`src/rtl/uart_tx_fifo_ctrl.sv`:
```
`default_nettype none
// ============================================================================
//  Module   : uart_tx_fifo_ctrl
//  Brief    : Transmit holding register / FIFO controller for the UART
//             transmitter. Buffers THR writes, presents the head byte, and
//             produces LSR THRE/TEMT status plus the THRE interrupt source.
//  Revision : 1.0  initial release
// ============================================================================
module uart_tx_fifo_ctrl #(
  parameter int DEPTH = 16,
  parameter int AW    = 4
) (
  input  logic          clk,
  input  logic          rst,
  input  logic          fifo_en,
  input  logic          tx_fifo_rst,
  input  logic          wr,
  input  logic [7:0]    wdata,
  input  logic          pop,
  input  logic          sreg_empty,
  input  logic          ier_etbei,
  input  logic          iir_rd,
  output logic [7:0]    dout,
  output logic          thre,
  output logic          temt,
  output logic          full,
  output logic [AW:0]   level,
  output logic          wr_drop,
  output logic          thri
);

  localparam logic [AW:0] C_DEPTH = (AW+1)'(DEPTH);
  localparam logic [AW:0] C_ONE   = (AW+1)'(1);

  typedef enum logic [0:0] {
    S_IDLE = 1'b0,
    S_PEND = 1'b1
  } thri_state_t;

  // Storage and registered state
  logic [7:0]  mem_q [DEPTH];
  logic [AW-1:0] wp_q, wp_d;
  logic [AW-1:0] rp_q, rp_d;
  logic [AW:0] level_q, level_d;
  logic        fifo_en_q;
  logic        pop_q;
  logic        etbei_q;
  logic        thre_q, thre_d;
  logic        temt_q, temt_d;
  logic        full_q, full_d;
  logic        wr_drop_q, wr_drop_d;
  logic [7:0]  dout_q, dout_d;
  thri_state_t state_q, state_d;

  // Event decode
  logic        clear;
  logic [AW:0] cap;
  logic        full_now;
  logic        retire;
  logic        wr_acc;
  logic        thri_set;

  // Classify this cycle's events: clear, retire, accepted write, dropped write
  always_comb begin
    clear    = tx_fifo_rst | (fifo_en ^ fifo_en_q);
    cap      = fifo_en ? C_DEPTH : C_ONE;
    full_now = (level_q == cap);
    // Retire only on the falling edge of pop, once the transmitter is done with the byte
    retire   = pop_q & ~pop & (level_q != '0) & ~clear;
    // A retire in the same cycle frees a slot, so a write while full still lands
    wr_acc   = wr & ~clear & (~full_now | retire);
    wr_drop_d = wr & ~clear & full_now & ~retire;
  end

  // Next pointers, level and registered status outputs
  always_comb begin
    wp_d    = wp_q;
    rp_d    = rp_q;
    level_d = level_q;
    if (clear) begin
      wp_d    = '0;
      rp_d    = '0;
      level_d = '0;
    end else begin
      if (wr_acc) wp_d = wp_q + 1'b1;
      if (retire) rp_d = rp_q + 1'b1;
      case ({wr_acc, retire})
        2'b10:   level_d = level_q + C_ONE;
        2'b01:   level_d = level_q - C_ONE;
        default: level_d = level_q;
      endcase
    end

    full_d = (level_d == cap);
    thre_d = (level_d == '0);

    // Head byte after this edge; a write landing in the head slot bypasses memory
    if (level_d == '0) begin
      dout_d = 8'h00;
    end else if (wr_acc && (rp_d == wp_q)) begin
      dout_d = wdata;
    end else begin
      dout_d = mem_q[rp_d];
    end

    // Transmitter-empty: an accepted write always wins over the set condition
    temt_d = temt_q;
    if (wr_acc) begin
      temt_d = 1'b0;
    end else if ((level_q == '0) && sreg_empty && !pop) begin
      temt_d = 1'b1;
    end
  end

  // THRE interrupt next state: accepted write or disable clears first, then set, then IIR read
  always_comb begin
    state_d  = state_q;
    thri_set = ier_etbei & ((thre_d & ~thre_q) | (~etbei_q & thre_q));
    if (wr_acc || !ier_etbei) begin
      state_d = S_IDLE;
    end else if (thri_set) begin
      state_d = S_PEND;
    end else if (iir_rd) begin
      state_d = S_IDLE;
    end
  end

  // Control and status registers
  always_ff @(posedge clk or posedge rst) begin
    if (rst) begin
      wp_q      <= '0;
      rp_q      <= '0;
      level_q   <= '0;
      fifo_en_q <= 1'b0;
      pop_q     <= 1'b0;
      etbei_q   <= 1'b0;
      thre_q    <= 1'b1;
      temt_q    <= 1'b1;
      full_q    <= 1'b0;
      wr_drop_q <= 1'b0;
      dout_q    <= 8'h00;
      state_q   <= S_IDLE;
    end else begin
      wp_q      <= wp_d;
      rp_q      <= rp_d;
      level_q   <= level_d;
      fifo_en_q <= fifo_en;
      pop_q     <= pop;
      etbei_q   <= ier_etbei;
      thre_q    <= thre_d;
      temt_q    <= temt_d;
      full_q    <= full_d;
      wr_drop_q <= wr_drop_d;
      dout_q    <= dout_d;
      state_q   <= state_d;
    end
  end

  // FIFO storage; reset so no stale entry survives a reset
  always_ff @(posedge clk or posedge rst) begin
    if (rst) begin
      for (int i = 0; i < DEPTH; i++) begin
        mem_q[i] <= 8'h00;
      end
    end else if (wr_acc) begin
      mem_q[wp_q] <= wdata;
    end
  end

  assign dout    = dout_q;
  assign thre    = thre_q;
  assign temt    = temt_q;
  assign full    = full_q;
  assign level   = level_q;
  assign wr_drop = wr_drop_q;
  assign thri    = (state_q == S_PEND);

endmodule
`default_nettype wire

```
`config.mk`:
```
export PLATFORM = sky130hd
export DESIGN_NAME = uart_tx_fifo_ctrl
export DESIGN_NICKNAME = d
export VERILOG_FILES = /design/src/rtl/uart_tx_fifo_ctrl.sv
export SDC_FILE = /design/constraint.sdc
export NUM_CORES = 1
export LEC_CHECK = 0
export CAP_MARGIN = 40
export CELL_PAD_IN_SITES_DETAIL_PLACEMENT = 1
export CELL_PAD_IN_SITES_GLOBAL_PLACEMENT = 2
export CORE_ASPECT_RATIO = 1.2
export CORE_UTILIZATION = 38
export DETAILED_ROUTE_END_ITERATION = 10
export GPL_TIMING_DRIVEN = 1
export PLACE_DENSITY_LB_ADDON = 0.1
export SYNTH_ARGS = -nofsm -noshare
export SYNTH_HDL_FRONTEND = slang
export SYNTH_SLANG_ARGS = --single-unit
```
`constraint.sdc`:
```
create_clock -name clk -period 7.4 [get_ports clk]
set_clock_uncertainty 0.15 [all_clocks]
set_input_delay 1.11 -clock clk [delete_from_list [all_inputs] [get_ports clk]]
set_output_delay 1.11 -clock clk [all_outputs]
set_load 0.01 [all_outputs]
```
== After elaboration in Yosys (flattened, before gate mapping) ==
Index checks and enable logic that the tools add are counted.
Operators by class
  add/sub/neg operators: 4
  $lt $le $gt $ge: 3
  equality and inequality tests: 5
  mux-type cells: 20
  bitwise gates (word level): 22
  reductions and logical operators: 13
Operator list (count)
  $bwmux W128: 1
  $mux W8: 5
  $bmux W8 S4: 1
  $demux W8 S4: 1
  $mux W4: 4
  $and A1 B1 Y1: 10
  $eq A5 B5 Y1: 2
  $ge A5 B5 Y1 const B: 2
  $logic_not A5 Y1: 2
  $mux W5: 2
  $not A4 Y5: 2
  $pmux W5 S2: 1
  $add A4 B1 Y4 const B: 2
  $not A1 Y1: 6
  $add A5 B1 Y5 const B: 1
  $lt A5 B1 Y1 const B: 1
  $mux W1: 5
  $reduce_bool A5 Y1: 1
  $sub A5 B1 Y5 const B: 1
  $eq A4 B4 Y1: 1
  $logic_and A1 B1 Y1: 4
  $reduce_bool A2 Y1: 2
  $or A1 B1 Y1: 3
  $reduce_bool A3 Y1: 1
  5 further kinds: 6
Word-level totals
  flip-flop bits (word level): 157
  output and inout port bits: 18

== Logic depth before layout (Yosys ltp) ==
  depth in word-level cells: 15
  depth in mapped cells: 15
  mapped depth without buffers: 13

== Least setup slack after synthesis ==
No wires, ideal clock.
  path kind: in2reg
  start point: input pop
  end point: register dout_q[0], in the netlist dout[0]
  library setup time: 0.095 ns
  arrival time: 3.445 ns
  required time: 7.155 ns
  path slack: 3.710 ns
  cell stages on the path: 15
  buffers on the path: 2
  cell sequence: nand2b_1 > a21oi_4 > buf_6 > nand3_1 > xnor2_1 > ha_1 > inv_1 > nand3_1 > mux2i_1 > mux2i_1 > nor2_1 > nor4b_4 > or2_1 > buf_6 > o32ai_2
Between the ends
  elaborated cells between the ends (all ways): 21
  classes of those cells: eq/ne (3); mux (9); bitwise (7); reduce/logical (2)
RTL lines
  from (decl): line 19  | input logic pop,
  $not A1 Y1 (*): line 69  | retire = pop_q & ~pop & (level_q != '0) & ~clear;
  $and A1 B1 Y1 (*) (3 in series): line 69
  $or A1 B1 Y1: line 71  | wr_acc = wr & ~clear & (~full_now | retire);
  $and A1 B1 Y1: line 71
  $eq A2 B1 Y1 / $eq A2 B2 Y1 (equally long branches): line 87  | case ({wr_acc, retire})
  $pmux W5 S2 (*): line 87
  $mux W5 (*): line 80  | if (clear) begin
  via level_d[4]: line 44  | logic [AW:0] level_q, level_d;
  $logic_not A5 Y1 (*)
  via thre_d: line 48  | logic thre_q, thre_d;
  $mux W8 (*): line 98  | if (level_d == '0) begin
  via dout_d[0]: line 52  | logic [7:0] dout_q, dout_d;
  to (signal assigned): line 154  | dout_q <= dout_d;
  to (decl): line 52
Mark *: on every way through the listed nets, which the timed path passes. The rest lies on a longest branch. The select of a mux whose other input is x is not followed.
A chain may end at the register's enable or synchronous reset.

== Worst setup path in the final report ==
  start point: input fifo_en
  end point: register dout_q[6], in the netlist dout[6]
Between the ends
  elaborated cells between the ends (all ways): 25
  classes of those cells: eq/ne (4); mux (10); bitwise (9); reduce/logical (2)
RTL lines
  from (decl): line 15  | input logic fifo_en,
  $xor A1 B1 Y1: line 65  | clear = tx_fifo_rst | (fifo_en ^ fifo_en_q);
  $or A1 B1 Y1: line 65
  $not A1 Y1: line 69, 71
  $and A1 B1 Y1: line 69
  $or A1 B1 Y1: line 71
  $and A1 B1 Y1: line 71
  $eq A2 B1 Y1 / $eq A2 B2 Y1 (equally long branches): line 87
  $pmux W5 S2: line 87
  $mux W5 (*): line 80
  via level_d[4]: line 44
  $logic_not A5 Y1 (*)
  via thre_d: line 48
  $mux W8 (*): line 98
  via dout_d[6]: line 52
Marked as above.

==> results.tsv <==
metric	value	unit
status	finished, final reports clean	
finalHoldWorstSlack	0.329	ns
clkLatencyLatePin	0.43	ns
grt_pass1_vias	5889	
routabilityCongestion	0.867	
criticalPathCategory	input pin to flip-flop	
critPathRequiredTime	7.57	ns
n_antenna_cell	0	
power_frac_comb	7.4	%
core	18400	um^2
place_ws	2.61	ns
utilization	45.2	%
grt_pass1_wl	33.5	mm
met1_usage	31.5	%
yosys_register_bits	157	
regArea	3930	um^2
cts_buffers	17	
dr.pass1.iters	4	
wl_per_cell	19.6	um
vias	5554	
async_flop_share	100	%
power	1.93	mW
fin_nets	802	
synth_top_area_share	54.0	%
leakage	3.55	nW
drt_iter0_drc	227	
start_kind	input pin	
die_h	153	um
rows	54	
cts_root_buf	clkbuf_16	
seq_power_share	46.7	%
top_usage_layer	met2	
post_route_cells_drive_above_1_share	9.09	%
p_int	1.47	mW
ioPinCount	35	
period_needed	4.39	ns
multi_input_area	2970	um^2
grt_max_degree	92	
totalNegativeSetupSlack	0	ns
setup_violations	0	
areaGrowthSynthToFinish	15.7	%
fin_ws	3.01	ns
die_area	19500	um^2
synth_top_cell_by_area	dfrtp_1	
p_sw	0.461	mW
yosys_warnings	0	
htreeDepth	4	
synth_edf_count	0	
hold_viol	0	
synth_nets	789	
maxSlewViolCount	0	
synth_most_common_cell	nand2_1	
worst_pin_slew	0.740	ns
hpwl	13.9	mm
wirelength	20.4	mm
hold_path.class	flip-flop to flip-flop	
numPortBuffers	34	
die_w	128	um
final-instance-count-excl-fill	1044	
synth_ff_type	dfrtp_1	
power.density	232	nW/um^2
dpl_cell_area	7720	um^2
synth_common_cells	nand2_1 (220), dfrtp_1 (155), o21ai_0 (131), nand3_1 (48), clkbuf_1 (31)	
maxCapViolCount	0	
path_clk_slew	0.06	ns
vias_per_cell	5.32	
cts_buffer_depth	2	
synth-seq-area-share	54.7	%
postCtsSetupRepairBufs	0	
syn_area_per_cell	9.39	um^2
endpoint_kind	flip-flop	
fillCellCount	2093	
met3_usage	4.14	%
cp_data_arrival_time	4.57	ns
cts_sinks	157	
placed_cells	1012	
relSlewSlack	50.6	%
swShare	23.9	%
overflow	0	
initial_core_util	39.1	%
grt_setup_unrepaired	false	
antenna_found_initial	0	
syn_inst	766	
gr-usage-met2	36.2	%
ir_drop	0.174	mV
cp_max_fo	13	
netlist_area	7190	um^2
synth_area_leaders	dfrtp_1 (54%), nand2_1 (11%), o21ai_0 (9.1%), nand3_1 (3.3%), mux4_2 (2.8%)	
grt_use_total	22.9	%
fmaxAchievable	228	MHz
synth.distinct_cells	48	
ctsHoldBuffers	0	
design_area	8320	um^2
finalCritPeriodShare	59.4	%
remaining_drc_errors	0	
cts-resized-gates	0	
cts_tree	yes	
postRouteAntennaNets	0	
p_clk_share	45.9	%
routing by layer:
metal | routed length (um) | vias up
li1 | - | 2647
met1 | 9640 | 2810
met2 | 9850 | 74
met3 | 555 | 23
met4 | 393 | 0
met5 | 0 | -
critical path, cell delays in order:
cell and delay, ns:
clkdlybuf4s50_1 0.60, xor2_2 0.19, nor2_2 0.44, nand3_1 0.16, xnor2_1 0.15, ha_1 0.22
inv_1 0.08, nand3_1 0.07, mux2i_1 0.19, mux2i_1 0.36, nor2_1 0.08, nor4b_4 0.15
or2_1 0.42, o32ai_2 0.33
layout by cell type, fill, tap and decap left out, types with 3 or more instances in the layout:
cell type / Yosys / layout
mux4_2: 9 / 9
inv_2: 4 / 4
nor3b_1: 3 / 3
or3_1: 3 / 3
inv_1: 16 / 15
nand4_1: 16 / 16
xor2_1: 3 / 3
clkinv_2: 0 / 4
clkbuf_16: 0 / 17
nand2_1: 220 / 220
o21ai_0: 131 / 131
xnor2_1: 8 / 8
dfrtp_1: 155 / 155
a21oi_1: 16 / 16
o22ai_1: 9 / 9
buf_4: 3 / 4
nor2_1: 19 / 19
o32ai_2: 8 / 8
nor3_1: 4 / 4
ha_1: 6 / 6
clkdlybuf4s50_1: 0 / 34
nand3_1: 48 / 48
mux2i_1: 6 / 6
clkinvlp_4: 0 / 3
nand2b_1: 3 / 3
a22oi_1: 7 / 7
clkbuf_8: 0 / 4
final cells by class:
cell class	instances	area share, %
multi-input combinational	543	35.7
clock inverter	10	1.34
clock buffer	22	5.82
timing repair buffer	40	5.12
tap	252	3.79
inverter	20	0.963
sequential	157	47.3
cells by family after synthesis:
family / count (synthesis) / synth area share (%)
simple gates: 325 / 19.6
compound gates: 183 / 15.1
flops: 157 / 54.7
buf+inv: 66 / 4.04
mux: 17 / 4.00
xor+xnor: 12 / 1.57
fa+ha+maj: 6 / 1.04
final timing paths:
path | end | startpoint | cells past startpoint | slack, ns
hold / removal | mem_q[83]$_DFFE_PP0P_ | mem_q[83]$_DFFE_PP0P_ | 2 | 0.33
setup reg to reg | dout[6]$_DFF_PP0_ | fifo_en_q$_DFF_PP0_ | 13 | 3.84
min in group asynchronous | mem_q[14]$_DFFE_PP0P_ | rst | 2 | 0.77
setup / recovery | dout[6]$_DFF_PP0_ | fifo_en | 14 | 3.01
max in group asynchronous | temt$_DFFE_PP1P_ | rst | 5 | 5.13
hold reg to reg | mem_q[83]$_DFFE_PP0P_ | mem_q[83]$_DFFE_PP0P_ | 2 | 0.33
flip-flops by register name, summed over array words and instances (netlist names), 4 cells and up:
name	count
mem_q	128
dout	8
level	5
rp_q	4
wp_q	4
power groups by stage:
| stage | combinational (mW) | sequential (mW) | clock (mW) |
|---|---|---|---|
| 6_report | 0.144 | 0.901 | 0.886 |
| 5_1_grt | 0.161 | 0.904 | 0.940 |
| 4_1_cts | 0.147 | 0.902 | 0.905 |
| 3_3_place_gp | 0.139 | 0.916 | 0 |
| 3_5_place_dp | 0.147 | 0.917 | 0 |
| 2_1_floorplan | 0.0865 | 0.915 | 0 |
Note: power is estimated with default switching activity, not from simulation.
